**src/rtl/rgb2gray_conv_if.sv**
```systemverilog
// Bundle of the luma converter's control and memory-side signals.
// The conversion block takes the master view; the environment (demosaic control,
// channel memories, Y memory) takes the slave view.
interface rgb2gray_conv_if #(
  parameter int ADDR_W = 19,
  parameter int DIM_W  = 11
);
  // Control side
  logic              start;
  logic [DIM_W-1:0]  width;
  logic [DIM_W-1:0]  height;
  logic              busy;
  logic              done;

  // R/G/B channel memory read port (shared address, 1-cycle read latency)
  logic [ADDR_W-1:0] addr_rgb;
  logic [7:0]        rdata_r;
  logic [7:0]        rdata_g;
  logic [7:0]        rdata_b;

  // Y memory write port
  logic              wr_y;
  logic [ADDR_W-1:0] addr_y;
  logic [7:0]        wdata_y;

`ifdef GRAY_STATS_EN
  // Per-image luma statistics
  logic [7:0]        y_min;
  logic [7:0]        y_max;
  logic [26:0]       y_sum;
`endif

  modport master (
    input  start, width, height, rdata_r, rdata_g, rdata_b,
    output busy, done, addr_rgb, wr_y, addr_y, wdata_y
`ifdef GRAY_STATS_EN
    , output y_min, y_max, y_sum
`endif
  );

  modport slave (
    output start, width, height, rdata_r, rdata_g, rdata_b,
    input  busy, done, addr_rgb, wr_y, addr_y, wdata_y
`ifdef GRAY_STATS_EN
    , input y_min, y_max, y_sum
`endif
  );
endinterface

```
**src/rtl/rgb2gray_conv.sv**
```systemverilog
// RGB to luma conversion: reads R/G/B planes, writes Y = (77R+150G+29B+128)>>8.
// Latency: write of pixel k lands 2 cycles after its read address; start to done is N+3 (N=0: 1).
// No backpressure: one pixel per cycle, memories are assumed always ready.
// Optional build macro GRAY_STATS_EN adds y_min/y_max/y_sum outputs.
module rgb2gray_conv #(
  parameter int ADDR_W = 19,
  parameter int DIM_W  = 11
) (
  input  logic            clk,
  input  logic            reset,
  rgb2gray_conv_if.master bus
);

  localparam logic [1:0] ST_IDLE  = 2'd0;
  localparam logic [1:0] ST_RUN   = 2'd1;
  localparam logic [1:0] ST_DRAIN = 2'd2;
  localparam logic [1:0] ST_DONE  = 2'd3;

  logic [1:0]        state;
  logic [ADDR_W-1:0] n_pix;      // pixel count latched at start
  logic [ADDR_W-1:0] rd_cnt;     // read address counter, drives addr_rgb
  logic [ADDR_W-1:0] last_idx;
  logic [ADDR_W-1:0] prod_n;     // width*height truncated to the address width
  logic              start_ok;

  // Stage 1: address that is currently being read from the memories
  logic              v1;
  logic [ADDR_W-1:0] addr_d1;

  // Stage 2: registered write port
  logic              wr_q;
  logic [ADDR_W-1:0] addr_y_q;
  logic [7:0]        wdata_q;

  logic [15:0]       acc;
  logic [7:0]        y_calc;

  assign prod_n   = ADDR_W'(bus.width) * ADDR_W'(bus.height);
  assign start_ok = (state == ST_IDLE) && bus.start;
  assign last_idx = n_pix - 1'b1;

  // Weighted sum; weights total 256 so the result never exceeds 255 and fits 16 bits.
  always_comb begin
    acc    = 16'd77  * {8'd0, bus.rdata_r}
           + 16'd150 * {8'd0, bus.rdata_g}
           + 16'd29  * {8'd0, bus.rdata_b}
           + 16'd128;
    y_calc = 8'(acc >> 8);
  end

  // Control FSM and read address counter.
  always_ff @(posedge clk or posedge reset) begin
    if (reset) begin
      state  <= ST_IDLE;
      n_pix  <= '0;
      rd_cnt <= '0;
    end else begin
      case (state)
        ST_IDLE: begin
          if (bus.start) begin
            n_pix  <= prod_n;
            rd_cnt <= '0;
            state  <= (prod_n != '0) ? ST_RUN : ST_DONE;
          end
        end
        ST_RUN: begin
          // Counter parks on the last address while the pipeline drains.
          if (rd_cnt == last_idx) begin
            state <= ST_DRAIN;
          end else begin
            rd_cnt <= rd_cnt + 1'b1;
          end
        end
        ST_DRAIN: begin
          // Once stage 1 is empty, the final write is on the port this cycle.
          if (!v1) begin
            state <= ST_DONE;
          end
        end
        ST_DONE: begin
          state <= ST_IDLE;
        end
        default: begin
          state <= ST_IDLE;
        end
      endcase
    end
  end

  // Stage 1: track which address the memory read data belongs to.
  always_ff @(posedge clk or posedge reset) begin
    if (reset) begin
      v1      <= 1'b0;
      addr_d1 <= '0;
    end else begin
      v1      <= (state == ST_RUN);
      addr_d1 <= rd_cnt;
    end
  end

  // Stage 2: register the luma result and its address onto the Y write port.
  always_ff @(posedge clk or posedge reset) begin
    if (reset) begin
      wr_q     <= 1'b0;
      addr_y_q <= '0;
      wdata_q  <= '0;
    end else begin
      wr_q <= v1;
      if (v1) begin
        addr_y_q <= addr_d1;
        wdata_q  <= y_calc;
      end
    end
  end

`ifdef GRAY_STATS_EN
  logic [7:0]  y_min_q;
  logic [7:0]  y_max_q;
  logic [26:0] y_sum_q;

  // Statistics follow the write stream; they move in the same edge as wdata_y.
  always_ff @(posedge clk or posedge reset) begin
    if (reset) begin
      y_min_q <= 8'hFF;
      y_max_q <= 8'h00;
      y_sum_q <= '0;
    end else if (start_ok) begin
      y_min_q <= 8'hFF;
      y_max_q <= 8'h00;
      y_sum_q <= '0;
    end else if (v1) begin
      if (y_calc < y_min_q) y_min_q <= y_calc;
      if (y_calc > y_max_q) y_max_q <= y_calc;
      y_sum_q <= y_sum_q + 27'(y_calc);
    end
  end

  assign bus.y_min = y_min_q;
  assign bus.y_max = y_max_q;
  assign bus.y_sum = y_sum_q;
`else
  // start_ok only feeds the statistics; keep it referenced in the plain build.
  logic unused_start_ok;
  assign unused_start_ok = start_ok;
`endif

  assign bus.addr_rgb = rd_cnt;
  assign bus.wr_y     = wr_q;
  assign bus.addr_y   = addr_y_q;
  assign bus.wdata_y  = wdata_q;
  assign bus.busy     = (state != ST_IDLE) && (state != ST_DONE);
  assign bus.done     = (state == ST_DONE);

endmodule

```
**src/flat_wrapper.sv**
```systemverilog
// flat-port wrapper written by rule: the top's interface ports become plain ports
module rgb2gray_conv_flat 
#(
  parameter int ADDR_W = 19,
  parameter int DIM_W  = 11
)
  (clk, reset, bus_start, bus_width, bus_height, bus_rdata_r, bus_rdata_g, bus_rdata_b, bus_busy, bus_done, bus_addr_rgb, bus_wr_y, bus_addr_y, bus_wdata_y);
  rgb2gray_conv_if #(.ADDR_W(ADDR_W), .DIM_W(DIM_W)) bus_i ();
  input  logic clk;
  input  logic reset;
  input wire logic [$bits(bus_i.start)-1:0] bus_start;
  input wire logic [$bits(bus_i.width)-1:0] bus_width;
  input wire logic [$bits(bus_i.height)-1:0] bus_height;
  input wire logic [$bits(bus_i.rdata_r)-1:0] bus_rdata_r;
  input wire logic [$bits(bus_i.rdata_g)-1:0] bus_rdata_g;
  input wire logic [$bits(bus_i.rdata_b)-1:0] bus_rdata_b;
  output wire logic [$bits(bus_i.busy)-1:0] bus_busy;
  output wire logic [$bits(bus_i.done)-1:0] bus_done;
  output wire logic [$bits(bus_i.addr_rgb)-1:0] bus_addr_rgb;
  output wire logic [$bits(bus_i.wr_y)-1:0] bus_wr_y;
  output wire logic [$bits(bus_i.addr_y)-1:0] bus_addr_y;
  output wire logic [$bits(bus_i.wdata_y)-1:0] bus_wdata_y;
  assign bus_i.start = bus_start;
  assign bus_i.width = bus_width;
  assign bus_i.height = bus_height;
  assign bus_i.rdata_r = bus_rdata_r;
  assign bus_i.rdata_g = bus_rdata_g;
  assign bus_i.rdata_b = bus_rdata_b;
  assign bus_busy = bus_i.busy;
  assign bus_done = bus_i.done;
  assign bus_addr_rgb = bus_i.addr_rgb;
  assign bus_wr_y = bus_i.wr_y;
  assign bus_addr_y = bus_i.addr_y;
  assign bus_wdata_y = bus_i.wdata_y;
  rgb2gray_conv #(.ADDR_W(ADDR_W), .DIM_W(DIM_W)) u_core (.clk(clk), .reset(reset), .bus(bus_i));
endmodule
```
**config.mk**
```make
export PLATFORM = sky130hd
export DESIGN_NAME = rgb2gray_conv_flat
export DESIGN_NICKNAME = d
export VERILOG_FILES = /design/src/rtl/rgb2gray_conv_if.sv /design/src/rtl/rgb2gray_conv.sv /design/src/flat_wrapper.sv
export SDC_FILE = /design/constraint.sdc
export NUM_CORES = 1
export LEC_CHECK = 0
export CORE_MARGIN = 2
export CORE_UTILIZATION = 60
export DETAILED_ROUTE_END_ITERATION = 7
export PLACE_DENSITY = 0.82
export SYNTH_ARGS = -nofsm -noshare
export SYNTH_HDL_FRONTEND = slang
export SYNTH_SLANG_ARGS = --single-unit
```
**constraint.sdc**
```tcl
create_clock -name clk -period 3.6 [get_ports clk]
set_input_delay 0.54 -clock clk [delete_from_list [all_inputs] [get_ports clk]]
set_output_delay 0.54 -clock clk [all_outputs]
set_load 0.005 [all_outputs]
```
After elaboration in Yosys (flattened, before gate mapping). Index checks and enable logic that the tools add are counted.

Multipliers: 4. Bitwise gates (word level): 0. Multiplexer cells: 8. Magnitude comparators: 0. Shift-type cells: 0. Equality and inequality tests: 9. Reduce and logical (&&, ||, !) cells: 8. Add/subtract/negate cells: 5. Divide/modulo/power cells: 0.

Operators with widths (number): $mux 19 (2); $pmux 19 s2 (1); $mul 7x8->15 const A (2); $add 19x1->19 const B (1); $eq 19x19->1 (1); $mul 11x11->19 (1); $reduce_bool 19->1 (1); $sub 19x1->19 const B (1); $add 15x16->16 (1); $add 16x13->16 (1); $add 16x8->16 const B (1); $mul 5x8->13 const A (1); $mux 2 (4); $ne 2x2->1 const B (4); $pmux 2 s4 (1); $reduce_and 3->1 (2); $eq 2x2->1 const B (2); $reduce_bool 2->1 (2); $eq 2x1->1 const B (1); $logic_not 2->1 (1); $ne 2x1->1 const B (1); $reduce_and 2->1 (1); $logic_and 1x1->1 (1).

Bits in registers: 88. Input bits: 49. ROM bits: 0. Memories: 0. RAM bits: 0. Word-level logic and storage cells: 42. Latch bits: 0.

Longest topological paths before layout. Gate-level depths: netlist of the first run.

Depth in word-level cells: 5. Depth in mapped cells: 29. Mapped depth without buffers: 29.

Worst setup path before layout of the first run. Ideal clock, no wire load.

Path type: in2reg. From: input port bus_rdata_g[4]. To: register u_core.wdata_q[7] (netlist: u_core.bus.wdata_y[7]). Data arrival time: 6738 ps. Setup slack: -3281 ps. Cell stages on the path: 25. Data required time: 3458 ps. Library setup time: 142 ps. Cell sequence: ha_1 -> ha_1 -> inv_1 -> fa_1 -> fa_1 -> inv_1 -> ha_1 -> xnor2_1 -> fa_1 -> fa_1 -> inv_1 -> fa_1 -> inv_1 -> fa_1 -> ha_1 -> ha_1 -> nand2_1 -> a21oi_1 -> a31oi_1 -> nor2_1 -> a2111oi_0 -> o21bai_1 -> a21oi_1 -> xnor2_1 -> a21oi_1.

Longest elaborated chain between the ends: 4.

RTL lines: from (decl) (RTL line flat_wrapper.sv:15) `input wire logic [$bits(bus_i.rdata_g)-1:0] bus_rdata_g;`; $mul 7x8->15 (RTL line rgb2gray_conv.sv:45) `+ 16'd150 * {8'd0, bus.rdata_g}`; $add 15x16->16 (RTL line rgb2gray_conv.sv:45); $add 16x13->16 (RTL line rgb2gray_conv.sv:46) `+ 16'd29 * {8'd0, bus.rdata_b}`; $add 16x8->16 (RTL line rgb2gray_conv.sv:47) `+ 16'd128;`; to (signal assigned) (RTL line rgb2gray_conv.sv:111) `wdata_q <= y_calc;`; to (decl) (RTL line rgb2gray_conv.sv:33) `logic [7:0] wdata_q;`.

Every way passes these cells. A chain may end at the register's enable or synchronous reset.

Final worst setup path of the first run.
From: input port bus_rdata_g[6]. To: register u_core.wdata_q[7] (netlist: u_core.bus.wdata_y[7]).

The elaborated chain is that of the path after synthesis.

==> impl_metrics.tcl, run 1 <==
set metrics [dict create \
    status "finished, violations left" \
    violations "DRC, setup timing" \
    overflow 0 \
    synth_edf_count 0 \
    drive_above_1_share 0.314 \
    synthTopCellsByArea "fa_1 (24%), dfrtp_1 (20%), ha_1 (17%)" \
    start_util 0.615 \
    final_common_cell "inv_1" \
    clock_skew_ns 0.00640 \
    yosysTopAreaCellShare 0.239 \
    ir_drop_v 0.00130 \
    die_area_um2 19600 \
    cts_root_buf "clkbuf_16" \
    cts_buffers 9 \
    grt_pass1_wl_mm 46.3 \
    place_congestion 0.874 \
    final_hold_viol_count 0 \
    setup_ws_ns -2.79 \
    drt-wirelength-per-cell_um 18.9 \
    antenna_left 0 \
    r2r-start "u_core.n_pix[2]$_DFFE_PP0P_" \
    avgSynthCellArea_um2 9.64 \
    insertion_delay_ns 0.35 \
    fin_crit_sh 1.78 \
    synth_seq_cells 88 \
    synthCells 1154 \
    min_period_ns 6.39 \
    maxCapViolCount 0 \
    clk_path_buf_depth 2 \
    slowest_delay_ns 0.52 \
    worst-path-buf-inv 5 \
    path_class "input port to flip-flop" \
    num_rows 49 \
    fin_cells 1626 \
    placedCellCount 1572 \
    grt_max_degree 36 \
    hold_path_class "flip-flop to flip-flop" \
    dp_hpwl_mm 20.5 \
    cts.sinks 88 \
    rsz0062_at_grt "yes" \
    core_area_um2 18100 \
    n_antenna_cell 0 \
    synthFlopType "dfrtp_1" \
    grt_pass1_vias 9619 \
    clkTransAtPathRegs_ns 0.07 \
    yosys.area.top_type "fa_1" \
    setup_viol 22 \
    startpoint_type "input port" \
    drv_slew 0 \
    io_buffers 97 \
    critPathTopFamily "adder cells" \
    cp.required_ns 3.83 \
    ys_async_sr_fraction 1.00 \
    worst_path_max_delay_cell "fa_1" \
    mostFrequentLayoutCells "inv_1 (190), buf_4 (144), fa_1 (122)" \
    netlist_area_um2 11100 \
    ys.warnings.count 0 \
    vias_per_cell 5.71 \
    cp-end-kind "flip-flop" \
    cts_tree "done" \
    crit_start "bus_rdata_g[6]" \
    vias 9282 \
    fmax_mhz 156 \
    antenna_found_initial 0 \
    final_nets 1721 \
    synth_nets 1483 \
    grt_usage 0.290 \
    fp.dieH_um 140 \
    remaining_drc_errors 6 \
    htreeDepth 3 \
    critPathMaxFanout 3 \
    drtIter0Drc 541 \
    final_core_util 0.826 \
    maxSlewHeadroom 0.292 \
    synth_cell_types 67 \
    routed_wl_mm 30.7 \
    nFillCells 914 \
    power.density_nw_per_um2 1070 \
    dr.pass1.iters 8 \
    p_leak_nw 7.48 \
    areaGrowthSynthToFinish_pct 34.4 \
    tightest_slew_ns 1.06 \
    ys_seq_area_frac 0.198 \
    worstHoldStart "u_core.addr_d1[9]$_DFF_PP0_" \
    worst_ep_arrival_time_ns 6.62 \
    ios 98 \
    die_w_um 140 \
]
## cell usage after synthesis, types with 3 or more instances
| library cell | count |
|---|---|
| clkbuf_1 | 34 |
| and3_1 | 6 |
| ha_1 | 147 |
| xnor2_1 | 41 |
| or2_2 | 4 |
| nand3_1 | 11 |
| or4_1 | 6 |
| inv_1 | 224 |
| nor4_1 | 7 |
| a21o_1 | 6 |
| nor2b_1 | 6 |
| a211o_1 | 3 |
| mux2i_1 | 6 |
| and2_1 | 62 |
| fa_1 | 133 |
| and4_1 | 4 |
| nand4_1 | 10 |
| a21oi_1 | 23 |
| nand4b_1 | 3 |
| o21bai_1 | 4 |
| nor2_1 | 41 |
| o21a_1 | 11 |
| or3_1 | 5 |
| nand2_1 | 102 |
| o21ai_0 | 28 |
| nand2b_1 | 5 |
| a211oi_1 | 3 |
| o2111ai_1 | 4 |
| mux2_2 | 31 |
| xor2_1 | 29 |
| nor3_1 | 13 |
| buf_6 | 4 |
| nor4b_1 | 3 |
| o2111a_1 | 3 |
| dfrtp_1 | 88 |
| a31oi_1 | 6 |
## sequential cells by signal, indices dropped and copies added, names as in the netlist
name,flops
u_core.addr_d1,19
u_core.bus.wr_y,1
u_core.state,2
u_core.v1,1
u_core.bus.addr_y,19
u_core.bus.wdata_y,8
u_core.n_pix,19
u_core.bus.addr_rgb,19
## metrics by stage
step / total power [mW] / hold slack (ns) / area [µm²] / setup WS [ns] / setup TNS (ns)
CTS: 14.1 / 0.483 / 14600 / -2.60 / -32.13
global route: 17.1 / 0.488 / 14900 / -2.97 / -36.70
global placement: 10.9 / 0.458 / 13700 / -3.40 / -49.06
finish: 16.0 / 0.480 / 14900 / -2.79 / -33.94
floorplan: 8.05 / 0.370 / 11700 / -2.77 / -30.17
detailed placement: 11.5 / 0.464 / 13700 / -3.56 / -51.28
## power breakdown
part | leakage (nW) | switching (mW) | internal [mW]
Clock | 0.167 | 0.412 | 0.639
Sequential | 1.09 | 0.0301 | 1.12
Combinational | 6.22 | 6.42 | 7.34
Total | 7.48 | 6.86 | 9.09
## layer usage
layer / part of all wire / GRT usage
met5: 0 / 0
met4: 0.034 / 0.0930
met3: 0.041 / 0.0287
met2: 0.54 / 0.532
met1: 0.39 / 0.362
## cell families after synthesis
kind of cell / count (synthesis) / synth area share
flip-flops: 88 / 0.198
AND/OR/NAND/NOR: 295 / 0.139
multiplexers: 37 / 0.0368
adder cells (fa/ha/maj): 280 / 0.405
buffers and inverters: 265 / 0.0922
XOR/XNOR: 71 / 0.0566
AO/OA/AOI/OAI: 118 / 0.0731
## path summary, 6_finish.rpt
path                                                       to  slack [ns]  depth (start not counted)
max                         u_core.bus.wdata_y[7]$_DFFE_PP0P_       -2.79                         27
min                          u_core.bus.addr_y[9]$_DFFE_PP0P_        0.48                          1
max reg2reg                       u_core.state[1]$_DFFE_PP0P_        0.14                          9
min reg2reg                  u_core.bus.addr_y[9]$_DFFE_PP0P_        0.48                          1
max in group asynchronous        u_core.n_pix[14]$_DFFE_PP0P_        2.33                          3
min in group asynchronous  u_core.bus.addr_rgb[1]$_DFFE_PP0P_        0.50                          2
## repair_timing
| item | CTS | global route |
|---|---|---|
| pin swaps | 96 | 77 |
| setup endpoints to repair | 23 | 42 |
| gates resized for setup | 196 | 109 |
| hold buffers | 0 | 0 |
| setup buffers | 28 | 16 |
| endpoints found under the hold margin | 0 | 0 |
| gates cloned | 3 | 0 |
## area by class of cell
class                      count  area, µm²  share of cell area
inverter                     225        848              0.0568
sequential                    88       2200               0.147
tap                          229        287              0.0192
timing repair buffer         267       2330               0.156
multi-input combinational    801       8940               0.598
clock inverter                 6        100             0.00670
clock buffer                  10        239              0.0160
Power figures use the tool's default switching activity.
==> inputs of run 2 (changes only) <==
--- a/config.mk
+++ b/config.mk
@@ -9,6 +9,7 @@
 export CORE_UTILIZATION = 60
 export DETAILED_ROUTE_END_ITERATION = 7
 export PLACE_DENSITY = 0.82
+export SETUP_SLACK_MARGIN = 0.3
 export SYNTH_ARGS = -nofsm -noshare
 export SYNTH_HDL_FRONTEND = slang
 export SYNTH_SLANG_ARGS = --single-unit
==> run 2 against run 1 <==
  * The flow still finishes with violations (DRC, setup timing)
  * Largest cell class unchanged
  * Global-route usage rose by 1.9 points
  * Routed wire length increased by 12%
  * Combinational power grew 12%
  * Critical path type unchanged
  * Final cell count increased by 0.92%
==> impl_metrics.tcl, run 2 (synthesis gave the netlist of run 1 again) <==
set metrics [dict create \
    critPathMaxFanout 3 \
    routed_wl_mm 34.4 \
    num_rows 49 \
    path_class "input port to flip-flop" \
    cts_buffers 9 \
    clkTransAtPathRegs_ns 0.08 \
    die_w_um 140 \
    dpl_cell_area_um2 13700 \
    antenna_found_initial 0 \
    place_congestion 0.904 \
    insertion_delay_ns 0.35 \
    status "finished, violations left" \
    tightest_slew_ns 0.880 \
    final_common_cell "inv_1" \
    areaGrowthSynthToFinish_pct 36.8 \
    slowest_delay_ns 0.56 \
    setup_ws_ns -3.04 \
    htreeDepth 3 \
    cts_root_buf "clkbuf_16" \
    final_nets 1736 \
    violations "DRC, setup timing" \
    final_core_util 0.841 \
    antenna_left 0 \
    io_buffers 97 \
    drv_slew 0 \
    remaining_drc_errors 9 \
    rsz0062_at_grt "yes" \
    ios 98 \
    cts_tree "done" \
    grt_max_degree 36 \
    grt_usage 0.309 \
    maxCapViolCount 0 \
    drtIter0Drc 848 \
    fin_area_um2 15200 \
    fin_crit_sh 1.84 \
    maxSlewHeadroom 0.405 \
    worst_ep_arrival_time_ns 6.88 \
    drt-wirelength-per-cell_um 21.0 \
    startpoint_type "input port" \
    p_leak_nw 7.63 \
    power.density_nw_per_um2 1150 \
    setup_viol 33 \
    cts_hold_buffers 0 \
    dr.pass1.iters 8 \
    final_hold_viol_count 0 \
    cts.sinks 88 \
    drive_above_1_share 0.326 \
    cp.required_ns 3.84 \
    dp_hpwl_mm 21.0 \
    start_util 0.615 \
    grt_pass1_wl_mm 48.4 \
    hold_path_class "flip-flop to flip-flop" \
    cp-end-kind "flip-flop" \
    fmax_mhz 151 \
    fp.dieH_um 140 \
    mostFrequentLayoutCells "inv_1 (193), buf_4 (142), fa_1 (125)" \
    worst_path_max_delay_cell "fa_1" \
    n_antenna_cell 0 \
    overflow 0 \
    min_period_ns 6.64 \
    clock_skew_ns 0.0103 \
    vias_per_cell 5.96 \
    vias 9788 \
    die_area_um2 19600 \
    clk_path_buf_depth 2 \
    ir_drop_v 0.00128 \
    core_area_um2 18100 \
    grt_pass1_vias 9825 \
]
## run 2: cell count changes in the layout (fill, tap and decap cells not counted), sizes merged
cell,previous run,this run
bufinv,2,0
clkinv,4,5
inv,225,226
clkdlybuf4s50,69,68
bufbuf,0,1
clkbuf,12,13
clkdlybuf4s15,0,1
buf,194,204
dlymetal6s2s,1,2
clkinvlp,0,1
nand4b,4,5
## run 2: metal layers
| layer | routed length, µm | up-vias | part of all wire | global-route usage |
|---|---|---|---|---|
| met5 | 0 | - | 0 | 0 |
| met4 | 2370 | 0 | 0.069 | 0.118 |
| met3 | 2110 | 226 | 0.061 | 0.0356 |
| met2 | 17600 | 551 | 0.51 | 0.566 |
| met1 | 12300 | 4791 | 0.36 | 0.374 |
| li1 | - | 4220 | - | - |
## run 2: worst max-delay path, delay by kind of cell
| family | cells | cell delay, ns |
|---|---|---|
| muxes | 1 | 0.27 |
| xor gates and xnor gates | 2 | 0.21 |
| AOI/OAI and AO/OA | 3 | 0.68 |
| and+or+nand+nor | 2 | 0.21 |
| buffers and inverters | 6 | 0.55 |
| adders and majority gates | 11 | 4.39 |
## run 2: worst paths after layout
| kind | startpoint | cells after the start | end | slack [ns] |
|---|---|---|---|---|
| worst max-delay path | bus_rdata_g[6] | 25 | u_core.bus.wdata_y[5]$_DFFE_PP0P_ | -3.04 |
| min in group asynchronous | reset | 2 | u_core.bus.wdata_y[4]$_DFFE_PP0P_ | 0.58 |
| worst max register to register | u_core.n_pix[1]$_DFFE_PP0P_ | 13 | u_core.bus.addr_rgb[15]$_DFFE_PP0P_ | -0.09 |
| worst min register to register | u_core.addr_d1[4]$_DFF_PP0_ | 1 | u_core.bus.addr_y[4]$_DFFE_PP0P_ | 0.48 |
| max in group asynchronous | reset | 3 | u_core.n_pix[1]$_DFFE_PP0P_ | 2.27 |
| worst min-delay path | u_core.addr_d1[4]$_DFF_PP0_ | 1 | u_core.bus.addr_y[4]$_DFFE_PP0P_ | 0.48 |
## run 2: final cells by class
class / count / area [µm²]
clock buffer: 9 / 225
timing repair buffer: 281 / 2500
sequential: 88 / 2200
multi-input combinational: 802 / 9080
clock inverter: 7 / 75.1
inverter: 225 / 848
tap: 229 / 287
fill: 877 / 2870
## run 2: timing repair
| action | CTS | global route |
|---|---|---|
| gates resized for setup | 200 | 109 |
| pin swaps | 108 | 77 |
| buffers inserted | 28 | 19 |
| cloned | 2 | 1 |
| endpoints found under the setup margin | 27 | 44 |
## run 2: per-stage QoR
| step | setup TNS [ns] | instances | total power [mW] | setup slack (ns) | hold WS (ns) |
|---|---|---|---|---|---|
| 4_1_cts | -33.37 | 1621 | 14.4 | -2.71 | 0.481 |
| 3_5_place_dp | -51.43 | 1575 | 11.7 | -3.65 | 0.464 |
| 2_1_floorplan | -30.19 | 1154 | 8.06 | -2.77 | 0.370 |
| 6_report | -37.99 | 1641 | 17.5 | -3.04 | 0.479 |
| 3_3_place_gp | -49.38 | 1575 | 11.1 | -3.52 | 0.456 |
| 5_1_grt | -41.66 | 1641 | 18.5 | -3.12 | 0.492 |
## run 2: where the power goes
group / total [mW] / internal [mW] / switching, mW
combinational: 15.4 / 7.87 / 7.51
sequential: 1.15 / 1.12 / 0.0364
clock: 0.966 / 0.492 / 0.474
total: 17.5 / 9.48 / 8.02
==> inputs of run 3 (changes only) <==
--- a/config.mk
+++ b/config.mk
@@ -6,9 +6,10 @@
 export NUM_CORES = 1
 export LEC_CHECK = 0
 export CORE_MARGIN = 2
-export CORE_UTILIZATION = 60
+export CORE_UTILIZATION = 65
+export CTS_CLUSTER_SIZE = 25
 export DETAILED_ROUTE_END_ITERATION = 7
-export PLACE_DENSITY = 0.82
+export PLACE_DENSITY = 0.88
 export SETUP_SLACK_MARGIN = 0.3
 export SYNTH_ARGS = -nofsm -noshare
 export SYNTH_HDL_FRONTEND = slang
==> constraint.sdc (replaced) <==
create_clock -name clk -period 7.7 [get_ports clk]
set_input_delay 1.155 -clock clk [delete_from_list [all_inputs] [get_ports clk]]
set_output_delay 1.155 -clock clk [all_outputs]
set_load 0.005 [all_outputs]
==> run 3 against run 2 <==
  * The flow now finishes without violations
  * Non-clock buffer count decreased by 156
  * Critical path depth increased by 3
  * First-iteration DRC count decreased by 22%
  * Setup slack improved by 3.4 ns
  * Die area decreased by 7.5%
  * Hold slack about the same
  * Sequential share of layout area increased by 2.5 points
  * Sequential cell count unchanged
  * Count of clock-buffer cells in the layout unchanged
  * Total power decreased by 66%
  * Sequential power decreased by 53%
  * Register-to-register slack improved by 4.2 ns
  * Largest power group unchanged
  * Highest routed layer unchanged
==> impl_metrics.tcl, run 3 (synthesis gave the netlist of run 1 again) <==
set metrics [dict create \
    status "finished clean" \
    maxCapViolCount 0 \
    gr-usage-met1 0.375 \
    placedCellCount 1452 \
    fp.dieH_um 135 \
    cts_buffers 9 \
    overflow 0 \
    rr_endpoint "u_core.bus.addr_rgb[16]$_DFFE_PP0P_" \
    cts_tree "done" \
    drv_slew 0 \
    die_area_um2 18200 \
    worstHoldStart "u_core.addr_d1[3]$_DFF_PP0_" \
    antenna_left 0 \
    tightest_slew_ns 1.32 \
    min_period_ns 7.38 \
    grt-busiest-layer "met2" \
    final_common_cell "inv_1" \
    n_antenna_cell 0 \
    min_to "u_core.bus.addr_y[3]$_DFFE_PP0P_" \
    holdWs_ns 0.479 \
    fin_crit_sh 0.958 \
    antenna_found_initial 0 \
    place_congestion 0.883 \
    grt_use_met3 0.0398 \
    htreeDepth 3 \
    p_leak_nw 6.56 \
    hold_path_depth 1 \
    maxSlewHeadroom 0.123 \
    insertion_delay_ns 0.34 \
    start_util 0.668 \
    ios 98 \
    vias_per_cell 5.95 \
    fmax_mhz 136 \
    clk_path_buf_depth 2 \
    io_buffers 97 \
    mostFrequentLayoutCells "inv_1 (214), ha_1 (134), fa_1 (131)" \
    die_w_um 135 \
    r2r-start "u_core.n_pix[0]$_DFFE_PP0P_" \
    num_rows 47 \
    ir_drop_v 0.000683 \
    path_class "input port to flip-flop" \
    areaGrowthSynthToFinish_pct 16.6 \
    final_hold_viol_count 0 \
    dpl_cell_area_um2 12400 \
    critPathMaxFanout 3 \
    cp.required_ns 7.86 \
    drtIter0Drc 664 \
    rsz0062_at_grt "no" \
    fin_area_um2 13000 \
    grt_max_degree 89 \
    grt_usage 0.304 \
    routed_wl_mm 27.7 \
    startpoint_type "input port" \
    worst_ep_arrival_time_ns 7.54 \
    setup-tns-final_ns 0 \
    final_core_util 0.779 \
    clkTransAtPathRegs_ns 0.06 \
    grt_pass1_vias 9315 \
    crit_start "bus_rdata_g[3]" \
    drive_above_1_share 0.108 \
    setup_viol 0 \
    use_met2 0.537 \
    cts_root_buf "clkbuf_16" \
    nFillCells 1000 \
    grt_pass1_wl_mm 44.2 \
    power.density_nw_per_um2 455 \
    remaining_drc_errors 0 \
    drt-wirelength-per-cell_um 18.8 \
    regToRegSetupSlack_ns 4.10 \
    clock_skew_ns 0.00525 \
    cp-end-kind "flip-flop" \
    vias 8780 \
    dr.pass1.iters 5 \
    hold_path_class "flip-flop to flip-flop" \
    cts.sinks 88 \
    final_nets 1579 \
    r2r_cells 11 \
    fin_cells 1475 \
    core_area_um2 16600 \
    dp_hpwl_mm 18.8 \
]
-- run 3: cell types whose count changed in the layout (fill, tap and decap cells not counted), sizes merged --
cell           before  now
buf               204   28
bufbuf              1    0
bufinv              0    2
clkdlybuf4s15       1    0
clkdlybuf4s50      68   90
clkinv              5    4
dlygate4sd2         1    0
dlymetal6s2s        2    3
inv               226  225
nand4b              5    4
-- run 3: metrics by stage --
step | worst slack [ns] | total power [mW]
after global placement | -0.197 | 3.98
after floorplan | 0.386 | 3.28
after CTS | 0.323 | 5.06
after global routing | 0.135 | 6.29
after detailed placement | -0.494 | 4.23
final | 0.320 | 5.90
-- run 3: layer usage --
metal	share of wire	routed length (µm)	vias to the layer above
met1	0.38	10500	4303
met3	0.067	1850	137
met4	0.052	1440	0
met2	0.50	13900	438
li1	-	-	3902
met5	0	0	-
-- run 3: power breakdown --
group	internal, mW	switching [mW]
registers	0.523	0.0145
logic	2.32	2.56
clock network	0.289	0.190
-- run 3: how the worst max path moves through the flow --
stage | to | slack (ns) | cells past startpoint
after floorplan | u_core.bus.wdata_y[7]$_DFFE_PP0P_ | 0.39 | 25
after global placement | u_core.bus.wdata_y[7]$_DFFE_PP0P_ | -0.20 | 25
after detailed placement | u_core.bus.wdata_y[7]$_DFFE_PP0P_ | -0.49 | 26
after CTS | u_core.bus.wdata_y[7]$_DFFE_PP0P_ | 0.32 | 28
after global routing | u_core.bus.wdata_y[7]$_DFFE_PP0P_ | 0.13 | 28
final | u_core.bus.wdata_y[7]$_DFFE_PP0P_ | 0.32 | 28
-- run 3: area by class of cell --
cell class | count | area [µm²] | area share
clock buffers | 9 | 225 | 0.0174
flip-flops and latches | 88 | 2200 | 0.170
repair buffers | 125 | 1170 | 0.0904
inverters | 225 | 846 | 0.0652
clock inverters | 7 | 104 | 0.00801
multi-input cells | 801 | 8140 | 0.628
well taps | 220 | 275 | 0.0212
-- run 3: what timing repair did --
item	4_1_cts	5_1_grt
setup endpoints to repair	4	5
resized for setup	28	33
setup buffers	5	2
gates cloned	0	0
pin swaps	18	37
hold buffers	0	0
-- run 3: critical path, cell delays in order --
cell and delay, ns:
clkbuf_2 0.12, buf_4 0.16, ha_1 0.27, ha_1 0.22, fa_1 0.57, ha_4 0.23, inv_2 0.08, nor2_1 0.06
o21a_1 0.20, nor2_2 0.17, xnor2_2 0.16, fa_2 0.48, fa_1 0.55, inv_2 0.08, fa_1 0.54, inv_2 0.05
fa_1 0.50, ha_4 0.32, ha_4 0.21, nand2_2 0.08, a21oi_2 0.05, a31oi_4 0.26, nor2_4 0.07, a2111oi_4 0.34
o21bai_1 0.14, a21oi_1 0.20, xnor2_1 0.15, a21oi_1 0.09
